<file path="config.mk">
export PLATFORM = sky130hd
export DESIGN_NAME = mmio_uart_tx_responder
export DESIGN_NICKNAME = d
export VERILOG_FILES = /design/src/rtl/uart_pkg.sv /design/src/rtl/sync_fifo.sv /design/src/rtl/mmio_uart_tx_responder.sv
export SDC_FILE = /design/constraint.sdc
export NUM_CORES = 1
export LEC_CHECK = 0
export BUFFER_PORTS_ARGS = -buffer_cell sky130_fd_sc_hd__buf_2
export CORE_MARGIN = 2
export CORE_UTILIZATION = 30
export CTS_CLUSTER_DIAMETER = 100
export DETAILED_ROUTE_END_ITERATION = 7
export GPL_TIMING_DRIVEN = 0
export PLACE_DENSITY = 0.49
export SLEW_MARGIN = 20
export SYNTH_ARGS = -nofsm -noshare
export SYNTH_HDL_FRONTEND = slang
export SYNTH_SLANG_ARGS = --single-unit
</file>
<file path="constraint.sdc">
create_clock -name clk_i -period 3.25 [get_ports clk_i]
set_input_delay 0.1625 -clock clk_i [delete_from_list [all_inputs] [get_ports clk_i]]
set_output_delay 0.1625 -clock clk_i [all_outputs]
set_load 0.05 [all_outputs]
</file>
<file path="src/rtl/uart_pkg.sv">
// rtl/uart_pkg.sv - register map, STATUS bit positions and TX FSM states for the MMIO UART
`timescale 1ns/1ps
package uart_pkg;

   localparam logic [1:0] REG_TXDATA  = 2'd0;
   localparam logic [1:0] REG_STATUS  = 2'd1;
   localparam logic [1:0] REG_BAUDDIV = 2'd2;

   localparam int ST_BUSY      = 0;
   localparam int ST_FULL      = 1;
   localparam int ST_EMPTY     = 2;
   localparam int ST_OVERFLOW  = 3;
   localparam int ST_COUNT_LSB = 8;

   typedef enum logic [1:0] {TX_IDLE, TX_START, TX_DATA, TX_STOP} tx_state_t;

   // A zero divisor would make every bit one cycle long with no reload margin; treat it as 1.
   function automatic logic [15:0] clamp_div(input logic [15:0] div);
      return (div == 16'd0) ? 16'd1 : div;
   endfunction

endpackage

</file>
<file path="src/rtl/sync_fifo.sv">
// rtl/sync_fifo.sv - single-clock FIFO with combinational head data and push-while-full-on-pop
`timescale 1ns/1ps
module sync_fifo #(
   parameter int WIDTH = 8,
   parameter int DEPTH = 16,
   localparam int AW   = $clog2(DEPTH)
) (
   input  logic             clk_i,
   input  logic             rst_i,
   input  logic             push_i,
   input  logic [WIDTH-1:0] din_i,
   input  logic             pop_i,
   output logic [WIDTH-1:0] dout_o,
   output logic             full_o,
   output logic             empty_o,
   output logic [AW:0]      count_o
);

   localparam logic [AW:0]   DEPTH_C = DEPTH[AW:0];
   localparam logic [AW-1:0] PTR_ONE = 1;
   localparam logic [AW:0]   CNT_ONE = 1;

   logic [WIDTH-1:0] mem_q [DEPTH];
   logic [AW-1:0]    wr_ptr_q, rd_ptr_q;
   logic [AW:0]      count_q;
   logic             do_push, do_pop;

   assign full_o  = (count_q == DEPTH_C);
   assign empty_o = (count_q == '0);
   assign count_o = count_q;
   assign dout_o  = mem_q[rd_ptr_q];

   // A pop frees the slot in the same cycle, so a push into a full FIFO is fine then.
   assign do_pop  = pop_i && !empty_o;
   assign do_push = push_i && (!full_o || do_pop);

   always_ff @(posedge clk_i) begin
      if (do_push) begin
         mem_q[wr_ptr_q] <= din_i;
      end
   end

   always_ff @(posedge clk_i) begin
      if (rst_i) begin
         wr_ptr_q <= '0;
         rd_ptr_q <= '0;
         count_q  <= '0;
      end else begin
         if (do_push) wr_ptr_q <= wr_ptr_q + PTR_ONE;
         if (do_pop)  rd_ptr_q <= rd_ptr_q + PTR_ONE;
         case ({do_push, do_pop})
            2'b10:   count_q <= count_q + CNT_ONE;
            2'b01:   count_q <= count_q - CNT_ONE;
            default: count_q <= count_q;
         endcase
      end
   end

endmodule

</file>
<file path="src/rtl/mmio_uart_tx_responder.sv">
// rtl/mmio_uart_tx_responder.sv - memory-mapped 8N1 UART transmitter on the core data port
`timescale 1ns/1ps
module mmio_uart_tx_responder
   import uart_pkg::*;
#(
   parameter logic [31:0] BASE_ADDR   = 32'h1000_0000,
   parameter int          FIFO_DEPTH  = 16,
   parameter logic [15:0] DEFAULT_DIV = 16'd867
) (
   input  logic        clk_i,
   input  logic        rst_i,
   input  logic        en_i,
   input  logic [31:0] addr_i,
   input  logic [3:0]  we_i,
   input  logic [31:0] wdata_i,
   output logic [31:0] rdata_o,
   output logic        tx_o,
   output logic        irq_o
);

   localparam int CW = $clog2(FIFO_DEPTH) + 1;

   logic          sel;
   logic [1:0]    offset;
   logic          push_req, push_ok, ovf_set, ovf_clr;
   logic          fifo_pop, fifo_full, fifo_empty;
   logic [7:0]    fifo_dout;
   logic [CW-1:0] fifo_count;
   logic          busy, bit_end, load;
   logic [31:0]   status, rdata_d;
   logic          unused_bits;

   tx_state_t   state_q, state_d;
   logic [31:0] rdata_q;
   logic        ovf_q, ovf_d;
   logic [15:0] baud_q, baud_d;
   logic [15:0] fdiv_q, fdiv_d;
   logic [15:0] bcnt_q, bcnt_d;
   logic [2:0]  idx_q, idx_d;
   logic [7:0]  shift_q, shift_d;
   logic        tx_q, tx_d;
   logic        irq_q;

   assign unused_bits = &{1'b0, addr_i[1:0], wdata_i[31:16]};

   assign sel      = en_i && (addr_i[31:4] == BASE_ADDR[31:4]);
   assign offset   = addr_i[3:2];
   assign push_req = sel && (offset == REG_TXDATA) && we_i[0];
   assign push_ok  = !fifo_full || fifo_pop;
   assign ovf_set  = push_req && !push_ok;
   assign ovf_clr  = sel && (offset == REG_STATUS) && we_i[0] && wdata_i[ST_OVERFLOW];
   assign busy     = (state_q != TX_IDLE);

   sync_fifo #(.WIDTH(8), .DEPTH(FIFO_DEPTH)) u_fifo (
      .clk_i   (clk_i),
      .rst_i   (rst_i),
      .push_i  (push_req),
      .din_i   (wdata_i[7:0]),
      .pop_i   (fifo_pop),
      .dout_o  (fifo_dout),
      .full_o  (fifo_full),
      .empty_o (fifo_empty),
      .count_o (fifo_count)
   );

   always_comb begin
      status                          = '0;
      status[ST_BUSY]                 = busy;
      status[ST_FULL]                 = fifo_full;
      status[ST_EMPTY]                = fifo_empty;
      status[ST_OVERFLOW]             = ovf_q;
      status[ST_COUNT_LSB +: 8]       = 8'(fifo_count);
   end

   always_comb begin
      rdata_d = '0;
      if (sel && (we_i == 4'b0000)) begin
         case (offset)
            REG_STATUS:  rdata_d = status;
            REG_BAUDDIV: rdata_d = {16'h0000, baud_q};
            default:     rdata_d = '0;
         endcase
      end
   end

   always_comb begin
      ovf_d  = ovf_q;
      baud_d = baud_q;
      if (ovf_set) begin
         ovf_d = 1'b1;
      end else if (ovf_clr) begin
         ovf_d = 1'b0;
      end
      if (sel && (offset == REG_BAUDDIV)) begin
         if (we_i[0]) baud_d[7:0]  = wdata_i[7:0];
         if (we_i[1]) baud_d[15:8] = wdata_i[15:8];
      end
   end

   // Baud counter runs div..0, so each bit lasts div+1 cycles; the frame divisor is
   // latched at every pop so a BAUDDIV write never disturbs a frame in flight.
   always_comb begin
      state_d  = state_q;
      fdiv_d   = fdiv_q;
      bcnt_d   = bcnt_q;
      idx_d    = idx_q;
      shift_d  = shift_q;
      fifo_pop = 1'b0;
      load     = 1'b0;
      bit_end  = (bcnt_q == 16'd0);
      case (state_q)
         TX_IDLE: begin
            load = !fifo_empty;
         end
         TX_START: begin
            if (bit_end) begin
               bcnt_d  = fdiv_q;
               idx_d   = 3'd0;
               state_d = TX_DATA;
            end else begin
               bcnt_d = bcnt_q - 16'd1;
            end
         end
         TX_DATA: begin
            if (bit_end) begin
               bcnt_d  = fdiv_q;
               shift_d = {1'b0, shift_q[7:1]};
               idx_d   = idx_q + 3'd1;
               if (idx_q == 3'd7) state_d = TX_STOP;
            end else begin
               bcnt_d = bcnt_q - 16'd1;
            end
         end
         TX_STOP: begin
            if (bit_end) begin
               load    = !fifo_empty;
               state_d = TX_IDLE;
            end else begin
               bcnt_d = bcnt_q - 16'd1;
            end
         end
         default: state_d = TX_IDLE;
      endcase
      if (load) begin
         fifo_pop = 1'b1;
         shift_d  = fifo_dout;
         fdiv_d   = clamp_div(baud_q);
         bcnt_d   = clamp_div(baud_q);
         state_d  = TX_START;
      end
      case (state_d)
         TX_START: tx_d = 1'b0;
         TX_DATA:  tx_d = shift_d[0];
         default:  tx_d = 1'b1;
      endcase
   end

   always_ff @(posedge clk_i) begin
      if (rst_i) begin
         state_q <= TX_IDLE;
         rdata_q <= '0;
         ovf_q   <= 1'b0;
         baud_q  <= DEFAULT_DIV;
         fdiv_q  <= clamp_div(DEFAULT_DIV);
         bcnt_q  <= '0;
         idx_q   <= '0;
         shift_q <= '0;
         tx_q    <= 1'b1;
         irq_q   <= 1'b1;
      end else begin
         state_q <= state_d;
         rdata_q <= rdata_d;
         ovf_q   <= ovf_d;
         baud_q  <= baud_d;
         fdiv_q  <= fdiv_d;
         bcnt_q  <= bcnt_d;
         idx_q   <= idx_d;
         shift_q <= shift_d;
         tx_q    <= tx_d;
         irq_q   <= fifo_empty && !busy;
      end
   end

   assign rdata_o = rdata_q;
   assign tx_o    = tx_q;
   assign irq_o   = irq_q;

endmodule

</file>
Word-level counts from Yosys, hierarchy flattened
Memory sizes are Yosys's and may differ from the RTL's. A register that Yosys moved wholly into a read port is not among the register bits.
Cells that the tools add are included.

operators by class
  $add $sub $neg = 6
  eq/ne operators = 15
  muxes and demuxes = 29
  bitwise logic cells = 1
  reduce and logical (&&, ||, !) cells = 38

operators by type and width
  operator               number
  $mux 16                4
  $pmux 16 s2            2
  $logic_not 16->1       2
  $eq 28x25->1 const B   1
  $mux 8                 3
  $sub 16x1->16 const B  1
  $logic_and 1x1->1      12
  $reduce_bool 2->1      6
  $eq 2x2->1 const B     5
  $mux 2                 5
  $pmux 5 s2             1
  $add 4x1->4 const B    2
  $eq 2x1->1 const B     4
  $mux 4                 2
  $reduce_and 2->1       4
  $mux 1                 6
  $mux 3                 2
  $pmux 2 s3             1
  $pmux 3 s2             1
  $add 5x1->5 const B    1
  $eq 5x5->1 const B     1
  $logic_not 5->1        1
  $sub 5x1->5 const B    1
  $logic_not 1->1        4
  other kinds (12)       17

word-level totals
  register bits = 109
  bits in writable memories = 128
  logic and storage cells = 105
  memories kept = 1

memory list
  memory        depth  width  rd ports  clocked after Yosys merged registers in  wr ports  line             source
  u_fifo.mem_q  16     8      1         1                                        1         sync_fifo.sv:23  logic [WIDTH-1:0] mem_q [DEPTH];

Logic depth before layout (Yosys ltp)
Gate-level depths: netlist of run 1.

  depth after elaboration = 10
  depth in mapped cells = 15
  mapped depth without buffers = 14

Cells and area by module
Synthesis of run 1 repeated with hierarchy kept, for this count alone.

second synthesis, totals
  cell total of the unflattened synthesis = 792
  area, all modules = 9764.4 um^2

modules (own cells, without submodules)
  module                  instances  cells an instance  area an instance (um^2)  seq. area each (um^2)
  sync_fifo               1          326                5858.1                   4184.0
  mmio_uart_tx_responder  1          466                3906.2                   1601.5

Worst setup path after synthesis of run 1
OpenSTA, ideal clock, no wires.

  path type = reg-to-reg
  start = register bcnt_q[0]
  end = register u_fifo.count_q[4], in the netlist u_fifo.count_o[4]
  arrival = 2945 ps
  path slack = 177 ps
  cell stages (with the launch flop) = 15
  path buffers = 1
  cells stage by stage = dfxtp_1 > inv_1 > ha_1 > nor3b_2 > nand4_1 > o21ai_1 > clkbuf_1 > nand2_1 > fa_1 > nor2b_1 > o21ai_0 > nand2b_1 > nor4b_1 > o21a_1 > nor3_1

on the way
  word-level cells in the longest chain between the ends = 9

RTL lines
  what                                                    line                           source
  start: declaration                                      mmio_uart_tx_responder.sv:38   logic [15:0] bcnt_q, bcnt_d;
  start signal: assignment                                mmio_uart_tx_responder.sv:176  bcnt_q <= bcnt_d;
  $logic_not 16->1 *                                      mmio_uart_tx_responder.sv:110  bit_end = (bcnt_q == 16'd0);
  $mux 1 *                                                mmio_uart_tx_responder.sv:135  if (bit_end) begin
  $pmux 1 s2 *                                            mmio_uart_tx_responder.sv:111  case (state_q)
  $mux 1 *                                                mmio_uart_tx_responder.sv:144  if (load) begin
  $logic_and 1x1->1 *                                     sync_fifo.sv:34                assign do_pop = pop_i && !empty_o;
  $logic_or 1x1->1                                        sync_fifo.sv:35                assign do_push = push_i && (!full_o || do_pop);
  $logic_and 1x1->1                                       sync_fifo.sv:35
  $eq 2x1->1 / $eq 2x2->1 (equally long branches)         sync_fifo.sv:51                case ({do_push, do_pop})
  $pmux 5 s2 / $reduce_bool 2->1 (equally long branches)  --
  end signal: assignment                                  sync_fifo.sv:52                2'b10: count_q <= count_q + CNT_ONE;
  end signal: assignment                                  sync_fifo.sv:53                2'b01: count_q <= count_q - CNT_ONE;
  end signal: assignment                                  sync_fifo.sv:54                default: count_q <= count_q;
  end: declaration                                        sync_fifo.sv:25                logic [AW:0] count_q;

Mark *: on every way between the ends. The rest lies on a longest branch, timed or not.
A chain may end at the register's enable or synchronous reset.

Worst setup path after layout of run 1
  start = register bcnt_q[0]
  end = memory u_fifo.mem_q[6][2], enable pin

on the way
  word-level cells in the longest chain between the ends = 9

RTL lines
  what                          line                           source
  $logic_not 16->1              mmio_uart_tx_responder.sv:110
  $mux 1                        mmio_uart_tx_responder.sv:135
  $pmux 1 s2                    mmio_uart_tx_responder.sv:111
  $mux 1                        mmio_uart_tx_responder.sv:144
  $logic_and 1x1->1             sync_fifo.sv:34
  $logic_or 1x1->1              sync_fifo.sv:35
  $logic_and 1x1->1             sync_fifo.sv:35
  $mux 1                        sync_fifo.sv:38                if (do_push) begin
  $mux 1 (implied by the code)  sync_fifo.sv:39                mem_q[wr_ptr_q] <= din_i;
  end: declaration              sync_fifo.sv:23

Every way passes these cells.

==> results.md, run 1 <==
* Mean Syn Cell Area at 12.83 µm²
* Largest stage delay, worst path at roughly 0.43 ns
* Clk sinks at 225
* Status: complete, no violations
* First-pass GRT wire length at 38.44 mm
* Tmin final at ~3.1 ns
* CTS tree: yes
* Area grow syn2layout at 20.81%
* Via count at 6432
* Hold Crit Class: primary input to flop
* Die area at 33440 µm²
* YS warnings at 0
* Post-synthesis cell area at 9597 µm²
* Static leakage at around 4.1 nW
* WP data arrival at 3.33 ns
* Final core occ at 36.74%
* CP Class: flop to flop
* RSZ-0062 raised after global routing: true
* Top layer in use: met4
* Fin nets at 963
* Maximum buffer depth of the clock tree at 3
* WL/cell at between 15 and 20 µm
* Die width at 182.9 µm
* Ys async rst share at 0%
* Pins Over Slew Limit at 0
* DR pass1 iterations at 5
* Drt drc at 0
* Number of CTS-inserted buffers at 25
* Layout cells sized above 1 at 24.02%
* Final-report hold violation count at 0
* Initial antenna violation count at 0
* Final count of negative-setup-slack endpoints at 0
* Maximum vdd drop at 0.0004554 V
* Commonest cells after routing, fill and taps aside: 128 x edfxtp_1, 96 x dfxtp_1, 82 x buf_2
* GRT overflow at 0
* Worst Setup End Kind: flop
* Synth Instances at 748
* Slew @ Worst Pin at 0.7794 ns
* Wire length on met3 at between 1 and 1.5 mm
* Clock Skews at between 0.01 and 0.015 ns
* Placed cell count at 1235
* Achievable Freq at 0.3202 GHz
* Worst-skew pair later-pin latency at 0.54 ns
* Tcrit/Tclk final at 96.08%
* Maximum fanout along the worst path at 10
* Crit-path cells: inv_1 -> ha_2 -> nor3b_4 -> nand4_1 -> buf_4 -> o211ai_1 -> and2_1 -> clkbuf_1 -> and3_2
* GRT Util Overall at about 15%
* Relative slew slack at a little under 50%
* Port bufs at 69
* Post-route cell area at 11590 µm²
* Initial drt markers at 384
* FP Rows at 65
* Largest net degree at the start of global routing at 19
* Max cap viols at 0
* Crit-path slowest cell: and3_2
* CP Launch Type: flop
* Setup tns final at 0 ns
* Flop and latch count out of synthesis at between 200 and 250
* DR vias/cell at 4.974
* RD Place Congestion at 0.8202
* Netlist cell types at 57
* Final antenna-violating net count at 0
* Power Density at 832.2 nW/µm²
* Ys flop type: edfxtp_1
* CP Data Required Time at 3.46 ns
* Routed WL at 25.14 mm
* CP top delay family: simple AND/OR/NAND/NOR gates
* Post-synth EDFFs at roughly 130
* Vias in the first global route at 6325
* Clock-pin slew on the worst setup and hold paths at 0.06 ns
* Overall Power at 9.648 mW
* Antenna Cells at 0
* IO Count at around 110
* Most common cell after layout, fill and taps aside: edfxtp_1
* Sequential area share after synthesis at 60.29%
* Die height at 182.9 µm
* Placed cell area at approximately 11000 µm²
* Final HPWL DP at 16.95 mm
* WL met2 at between 10 and 15 mm
* Crit path buf inv count at 3
* Root Driver: clkbuf_16
* Non-Filler Instances at 1293
* Core footprint at 31560 µm²
* Starting Density at 30.41%
* Wire length on met1 at 11.63 mm
* H-Tree Depth at 1
per-layer routing:
layer  up-vias  track usage (%)
li1       3031                -
met1      3202            21.12
met2       165            24.70
met3        34            2.343
met4         0            3.552
met5         -                0
sequential cells by signal (all words and copies together) (netlist names), named ones only:
signal,flops
tx_o,1
shift_q,8
u_fifo.wr_ptr_q,4
idx_q,3
state_q,2
u_fifo.count_o,5
fdiv_q,16
u_fifo.rd_ptr_q,4
rdata_o,16
u_fifo.mem_q,128
ovf_q,1
bcnt_q,16
irq_o,1
baud_q,16
path summary, 6_finish.rpt:
| path | depth (start not counted) | slack, ns | startpoint | endpoint |
|---|---|---|---|---|
| min reg2reg | 2 | 0.46 | ovf_q | ovf_q |
| max reg2reg | 9 | 0.13 | bcnt_q[0] | u_fifo.mem_q[6][2] |
| max | 9 | 0.13 | bcnt_q[0] | u_fifo.mem_q[6][2] |
| min | 4 | 0.03 | we_i[0] | ovf_q |
Yosys cell counts (2+ instances only):
library cell / n / area share (%)
or4_4: 3 / 0.35
o31ai_1: 4 / 0.31
a22oi_1: 11 / 0.86
inv_1: 18 / 0.70
nor4_1: 13 / 0.85
buf_1: 2 / 0.078
a211o_1: 8 / 0.73
xnor2_1: 7 / 0.64
nor4b_1: 2 / 0.18
clkbuf_1: 23 / 0.90
or3_1: 3 / 0.20
a211oi_1: 10 / 0.78
nor2b_1: 12 / 0.78
o21bai_1: 4 / 0.31
o211ai_1: 5 / 0.39
a311oi_1: 8 / 0.73
and3_1: 18 / 1.2
nand2_1: 53 / 2.1
nand2b_1: 4 / 0.26
nand3b_1: 3 / 0.23
a21o_1: 7 / 0.55
dfxtp_1: 97 / 20
mux2i_1: 15 / 1.6
nor3b_1: 3 / 0.23
edfxtp_1: 128 / 40
nor3_1: 21 / 1.1
or4_1: 6 / 0.47
a21oi_1: 32 / 1.7
xor2_1: 4 / 0.37
ha_1: 19 / 2.5
mux4_2: 40 / 9.4
o21a_1: 2 / 0.16
buf_2: 13 / 0.68
o21ai_0: 16 / 0.83
nor2_1: 73 / 2.9
nand4_1: 8 / 0.52
buf_4: 16 / 1.3
and2_1: 10 / 0.65
nand3_1: 9 / 0.47
kinds of logic after synthesis:
family / Yosys count / share of synthesized area [%]
simple gates: 247 / 13.06
flops: 225 / 60.29
compound gates: 115 / 8.070
buf+inv: 73 / 3.664
mux: 56 / 11.19
fa+ha+maj: 20 / 2.686
xor+xnor: 11 / 1.004
other cells: 1 / 0.03908
tightest hold or removal path, cell delays in order:
cell and delay [ns]:
buf_2 0.12, nand4_1 0.10, nand2_1 0.08, a21oi_1 0.05
layout make-up:
class	instances	area [µm²]
flip-flops and latches	225	5787
inverters	18	67.56
fillers	3081	19960
multi-input cells	465	3598
repair buffers	82	462.9
well taps	402	503.0
plain buffers	55	295.3
clock buffers	29	650.6
clock inverters	17	229.0
repair_timing:
action                                 in CTS  in global routing
resized for setup                          17                  9
setup buffers                               2                  2
setup endpoints to repair                  43                 89
endpoints found under the hold margin       8                  0
pin swaps                                   2                  3
hold buffers                                8                  0
power breakdown:
part | leakage [nW] | internal [mW] | total [mW] | switching [mW]
clock | 0.436 | 1.84 | 3.04 | 1.20
sequential | 1.94 | 3.23 | 3.47 | 0.235
combinational | 1.76 | 1.26 | 3.14 | 1.88
through the flow:
step,hold WS [ns],worst slack [ns]
after floorplan,0.2614,0.1766
after global placement,0.3784,-0.8784
after detailed placement,0.3790,-0.8633
after CTS,0.01636,0.04071
after global routing,0.05805,-0.04375
final,0.03454,0.1273
Power figures use the tool's default switching activity.
==> run 2: changes to the inputs <==
Settings changed: BUFFER_PORTS_ARGS -buffer_cell sky130_fd_sc_hd__buf_2 to -buffer_cell sky130_fd_sc_hd__buf_4.
==> run 2 against run 1 <==
Net effect:
- wire length up 1.0%
- power up 1.2%
- largest power group unchanged
- die area unchanged
- fmax up 1.9%
- critical endpoint is now u_fifo.count_o[4]
==> results.md, run 2 (same netlist as run 1, synthesis figures left out) <==
* Layout cells sized above 1 at 24.02% (about the same)
* Wire length on met1 at 11.76 mm (+1.2%)
* Final core occ at 37.58% (+0.84 points)
* Logic pwr share at 32.7% (about the same)
* Footprint of the multi-input gates at 3612 µm² (+0.38%)
* Starting Density at 30.41% (unchanged)
* WP data arrival at 3.50 ns (+0.17 ns)
* Largest net degree at the start of global routing at 19 (unchanged)
* Maximum fanout along the worst path at 4 (-6)
* WL met2 at 12.00 mm (+1.3%)
* Setup tns final at 0 ns (unchanged)
* Hold Crit Class: primary input to flop
* Initial antenna violation count at 0 (unchanged)
* Reg area at 5787 µm² (unchanged)
* IO Count at 105 (unchanged)
* Net switching power at 3.260 mW (-1.6%)
* Tmin final at 3.064 ns (-0.05846 ns)
* Clk sinks at 225 (unchanged)
* WL/cell at 19.58 µm (+0.70%)
* CTS tree: yes
* Final count of negative-setup-slack endpoints at 0 (unchanged)
* Commonest cells after routing, fill and taps aside: 128 x edfxtp_1, 96 x dfxtp_1, 91 x buf_4
* Max cap viols at 0 (unchanged)
* Status: complete, no violations
* Die area at 33440 µm² (unchanged)
* GRT overflow at 0 (unchanged)
* Die width at 182.9 µm (unchanged)
* Most common cell after layout, fill and taps aside: edfxtp_1
* Number of CTS-inserted buffers at 25 (unchanged)
* Initial drt markers at 388 (+1.0%)
* Sequential share of power at 35.5% (-0.4 points)
* Number of flip-flops under the largest register name at 128 (unchanged)
* Clock Skews at 0.01249 ns (-0.0009774 ns)
* Top layer in use: met4
* CP Class: flop to flop
* Routed WL at 25.40 mm (+1.0%)
* Tcrit/Tclk final at 94.29% (-1.8 points)
* Slew @ Worst Pin at 0.8025 ns (+0.02305 ns)
* DR vias/cell at 4.963 (-0.23%)
* CP Launch Type: flop
* Wire length on met3 at 937 µm (-17%)
* Internal at 6.505 mW (+2.7%)
* RSZ-0062 raised after global routing: true
* GRT Util Overall at 15.25% (+0.16 points)
* Relative slew slack at 46.50% (-1.5 points)
* Critical Path Start: u_fifo.count_o[1]
* Placement Setup Slack at -0.8792 ns (-0.01591 ns)
* Clock-pin slew on the worst setup and hold paths at 0.06 ns (about the same)
* Die height at 182.9 µm (unchanged)
* Hold Path Origin: wdata_i[3]
* First-pass GRT wire length at 38.72 mm (+0.72%)
* RD Place Congestion at 0.8144 (-0.71%)
* Final-report hold violation count at 0 (unchanged)
* Maximum buffer depth of the clock tree at 3 (unchanged)
* Maximum vdd drop at 0.0004462 V (-2.0%)
* Root Driver: clkbuf_16
* Fillcell total at 3090 (+0.29%)
* Sw frac at 33.39% (-0.94 points)
* FP Rows at 65 (unchanged)
* Worst-skew pair later-pin latency at 0.52 ns (-0.02 ns)
* Top reg by flops: u_fifo.mem_q
* Achievable Freq at 0.3263 GHz (+1.9%)
* Core footprint at 31560 µm² (unchanged)
* H-Tree Depth at 1 (unchanged)
* R2r startpoint: u_fifo.count_o[1]
* Worst Setup End Kind: flop
* Vias in the first global route at 6394 (+1.1%)
* Port bufs at 69 (unchanged)
* Drt drc at 0 (unchanged)
* Slack of the critical path at 0.1857 ns (+0.05846 ns)
* DR pass1 iterations at 5 (unchanged)
* Power Density at 823.6 nW/µm² (-1.0%)
* Antenna Cells at 0 (unchanged)
* Final antenna-violating net count at 0 (unchanged)
* Area grow syn2layout at 23.56%
* Final HPWL DP at 17.16 mm (+1.2%)
* Fin nets at 968 (+0.52%)
* Via count at 6437 (+0.078%)
* CP Data Required Time at 3.69 ns (+0.23 ns)
* Static leakage at 4.211 nW (+1.8%)
* Clock network fraction of design power at 31.8% (+0.3 points)
* Pins Over Slew Limit at 0 (unchanged)
==> run 2: changes by cell type in the layout (fill, tap and decap cells not counted), moves of 3 or more <==
cell and delta:
and3_2 -5, and3_4 +5, buf_2 -69, buf_4 +70
clkbuf_8 +3, dlygate4sd3_1 +4
==> run 2: what timing repair did <==
item,CTS,global route
gates resized for setup,18,13
gates cloned,0,0
hold buffers,12,0
endpoints found under the hold margin,72,0
pin swaps,2,3
buffers inserted,2,3
setup endpoints to repair,44,95
==> run 2: layout make-up <==
cell class	count	area share (%)
clock inverters	13	1.825
plain buffers	55	2.501
clock buffers	32	5.835
well taps	402	4.242
flip-flops and latches	225	48.80
inverters	18	0.5698
repair buffers	87	5.761
multi-input cells	465	30.46
==> run 2: power by group through the flow <==
stage,Clock [mW],Combinational (mW),Sequential (mW)
CTS,3.17,3.12,3.45
detailed placement,0,3.01,3.51
finish,3.11,3.19,3.47
global placement,0,2.98,3.51
floorplan,0,2.12,3.49
global route,3.29,3.49,3.50
==> run 2: worst paths after layout <==
check                  endpoint  slack, ns  depth (start not counted)
max           u_fifo.count_o[4]       0.19                         13
min          u_fifo.mem_q[7][3]      0.006                          1
max reg2reg   u_fifo.count_o[4]       0.19                         13
min reg2reg          fdiv_q[13]       0.46                          2
==> run 2: per-layer routing <==
metal  track usage (%)  vias up
met1             20.95     3215
met5                 0        -
met2             25.44      136
met3             1.886       40
li1                  -     3046
met4             4.384        0
==> run 2: critical path, stage by stage (launching register included) <==
cell and delay (ns):
dfxtp_1 0.35, or4_1 0.62, o211ai_1 0.39, o21ai_4 0.13, buf_8 0.14, nand2_1 0.09
inv_1 0.09, ha_1 0.31, nor2b_1 0.14, o21ai_0 0.15, nand2b_1 0.11, nor4b_4 0.15
o21a_1 0.18, nor3_1 0.14
==> run 2: per-stage QoR <==
stage	area, µm²	instances	power, mW	hold WS, ns
final	11860	1297	9.766	0.006313
after CTS	11780	1294	9.750	0.001585
after floorplan	9653	763	5.601	0.2614
after global routing	11860	1297	10.28	0.01474
after global placement	10670	1234	6.488	0.3678
after detailed placement	10690	1235	6.515	0.3724
==> run 3: changes to the inputs <==
Settings changed: PLACE_DENSITY 0.49 to 0.51.
==> run 3 against run 2 <==
Net effect:
- critical path depth unchanged
- via count shrank 0.40%
- worst hold slack improved by 0.0054 ns
- register-to-register slack got worse by 0.03 ns
- critical path type unchanged
- critical endpoint unchanged
- largest cell class unchanged
- highest routed layer unchanged
==> results.md, run 3 (same netlist as run 1, synthesis figures left out) <==
* Initial drt markers at 448 (+15%)
* RSZ-0062 raised after global routing: true
* Setup tns final at 0 ns (unchanged)
* CP Data Required Time at 3.64 ns (-0.05 ns)
* R2r startpoint: u_fifo.count_o[0]
* Crit-path cells: or4_1 -> o211ai_1 -> o21ai_4 -> buf_6 -> nand2_1 -> inv_1 -> ha_1 -> nor2b_1 -> o21ai_0 -> nand2b_1 -> nor3_1 -> o21a_1 -> nor3_1
* Worst Setup End Kind: flop
* Worst-skew pair later-pin latency at 0.53 ns (about the same)
* Antenna Cells at 0 (unchanged)
* Clk sinks at 225 (unchanged)
* Fillcell total at 3072 (-0.58%)
* Vias in the first global route at 6263 (-2.0%)
* Clock-pin slew on the worst setup and hold paths at 0.06 ns (about the same)
* Slew @ Worst Pin at 0.9276 ns (+0.1252 ns)
* Largest stage delay, worst path at 0.64 ns (+0.02 ns)
* CP Launch Type: flop
* Footprint of the multi-input gates at 3575 µm² (-1.0%)
* Achievable Freq at 0.3234 GHz (-0.89%)
* RD Place Congestion at 0.8417 (+3.4%)
* Core footprint at 31560 µm² (unchanged)
* Critical path capture point: u_fifo.count_o[4]
* Via count at 6411 (-0.40%)
* IO Count at 105 (unchanged)
* Worst R2R Path Depth at 13 (unchanged)
* Number of flip-flops under the largest register name at 128 (unchanged)
* Commonest cells after routing, fill and taps aside: 128 x edfxtp_1, 97 x dfxtp_1, 90 x buf_4
* Pins Over Slew Limit at 0 (unchanged)
* Worst r2r dst: u_fifo.count_o[4]
* DR pass1 iterations at 5 (unchanged)
* Status: complete, no violations
* Routed WL at 24.62 mm (-3.0%)
* GRT overflow at 0 (unchanged)
* WL/cell at 18.97 µm (-3.1%)
* Area grow syn2layout at 21.83%
* Die area at 33440 µm² (unchanged)
* Maximum vdd drop at 0.0004419 V (-0.98%)
* Placement Setup Slack at -1.086 ns (-0.2065 ns)
* Maximum fanout along the worst path at 10 (+6)
* Final count of negative-setup-slack endpoints at 0 (unchanged)
* Worst R2R Setup Slack at 0.16 ns (-0.03 ns)
* Final-report hold violation count at 0 (unchanged)
* DR vias/cell at 4.939 (-0.48%)
* CTS tree: yes
* Top reg by flops: u_fifo.mem_q
* Most used cell, CP: nor3_1
* Crit-path slowest cell: or4_1
* Relative slew slack at 38.03% (-8.5 points)
* H-Tree Depth at 1 (unchanged)
* Final HPWL DP at 16.96 mm (-1.1%)
* Final core occ at 37.05% (-0.53 points)
* Max cap viols at 0 (unchanged)
* Initial antenna violation count at 0 (unchanged)
* Reg area at 5786 µm² (about the same)
* Slack of the critical path at 0.1583 ns (-0.02739 ns)
* Starting Density at 30.41% (unchanged)
* Static leakage at 4.144 nW (-1.6%)
* CP Class: flop to flop
* Tmin final at 3.092 ns (+0.02739 ns)
* Die height at 182.9 µm (unchanged)
* Root Driver: clkbuf_16
* Fin nets at 970 (+0.21%)
* First-pass GRT wire length at 37.67 mm (-2.7%)
* Power Density at 793.6 nW/µm² (-3.6%)
* Tcrit/Tclk final at 95.13% (+0.84 points)
* Clock Skews at 0.01379 ns (+0.001295 ns)
* Maximum buffer depth of the clock tree at 3 (unchanged)
* WP data arrival at 3.49 ns (about the same)
* Die width at 182.9 µm (unchanged)
* Drt drc at 0 (unchanged)
* Hold Crit Class: primary input to flop
* FP Rows at 65 (unchanged)
* Final antenna-violating net count at 0 (unchanged)
* Layout cells sized above 1 at 22.54% (-1.5 points)
* GRT Util Overall at 14.70% (-0.55 points)
* Critical Path Start: u_fifo.count_o[0]
* Largest net degree at the start of global routing at 19 (unchanged)
* Most common cell after layout, fill and taps aside: edfxtp_1
* Port bufs at 69 (unchanged)
* Number of CTS-inserted buffers at 25 (unchanged)
-- run 3: cell types whose count changed in the layout (fill, tap and decap cells not counted), moves of 3 or more --
cell / before / now
and3_2: 4 / 9
clkbuf_8: 4 / 1
clkbuf_1: 24 / 30
dlygate4sd3_1: 12 / 15
bufinv_16: 6 / 1
and3_4: 5 / 0
-- run 3: what timing repair did --
action,CTS,global route
hold endpoints to repair,107,0
resized for setup,6,13
pin swaps,2,1
setup buffers,3,1
endpoints found under the setup margin,84,73
gates cloned,0,0
hold buffers,15,0
-- run 3: power by group --
part / internal (mW) / leakage [nW] / switching [mW]
clock network: 1.53 / 0.374 / 1.15
logic: 1.27 / 1.83 / 1.86
registers: 3.23 / 1.94 / 0.234
total: 6.03 / 4.14 / 3.25
-- run 3: layout make-up --
type                    instances  share of cell area, %
clock inverters                10                 0.8027
flip-flops and latches        225                  49.49
multi-input cells             465                  30.58
well taps                     402                  4.302
inverters                      18                 0.5779
plain buffers                  55                  2.494
repair buffers                 89                  6.036
clock buffers                  34                  5.726
-- run 3: critical path, delay by kind of cell, from the launching register on --
family,cells,cell delay [ns]
and+or+nand+nor,6,1.22
DFF,1,0.34
buffers and inverters,2,0.26
AOI/OAI and AO/OA,4,0.81
adders and majority gates,1,0.32
-- run 3: routing by layer --
metal,vias up,wire [µm],share of wire [%],global-route usage (%)
met5,-,0,0,0
met2,166,11940,48,24.78
li1,3056,-,-,-
met4,0,477,1.9,3.424
met3,33,1220,5.0,1.867
met1,3156,10990,45,20.28
-- run 3: worst min-delay path by stage --
stage	from	to	slack (ns)	cells past startpoint
2_1_floorplan	wdata_i[0]	u_fifo.mem_q[0][0]	0.26	0
3_3_place_gp	wdata_i[8]	baud_q[8]	0.37	2
3_5_place_dp	wdata_i[9]	baud_q[9]	0.38	2
4_1_cts	wdata_i[1]	u_fifo.mem_q[1][1]	0.006	1
5_1_grt	wdata_i[1]	u_fifo.mem_q[9][1]	0.004	1
6_report	wdata_i[1]	u_fifo.mem_q[1][1]	0.01	1
-- run 3: per-stage QoR --
step                hold WS (ns)  total power [mW]  instance area (µm²)  instances
CTS                     0.005818             9.299                11660       1297
floorplan                 0.2614             5.601                 9653        763
global placement          0.3698             6.482                10670       1234
detailed placement        0.3756             6.496                10690       1235
global route            0.004316             9.761                11690       1298
finish                   0.01170             9.278                11690       1298
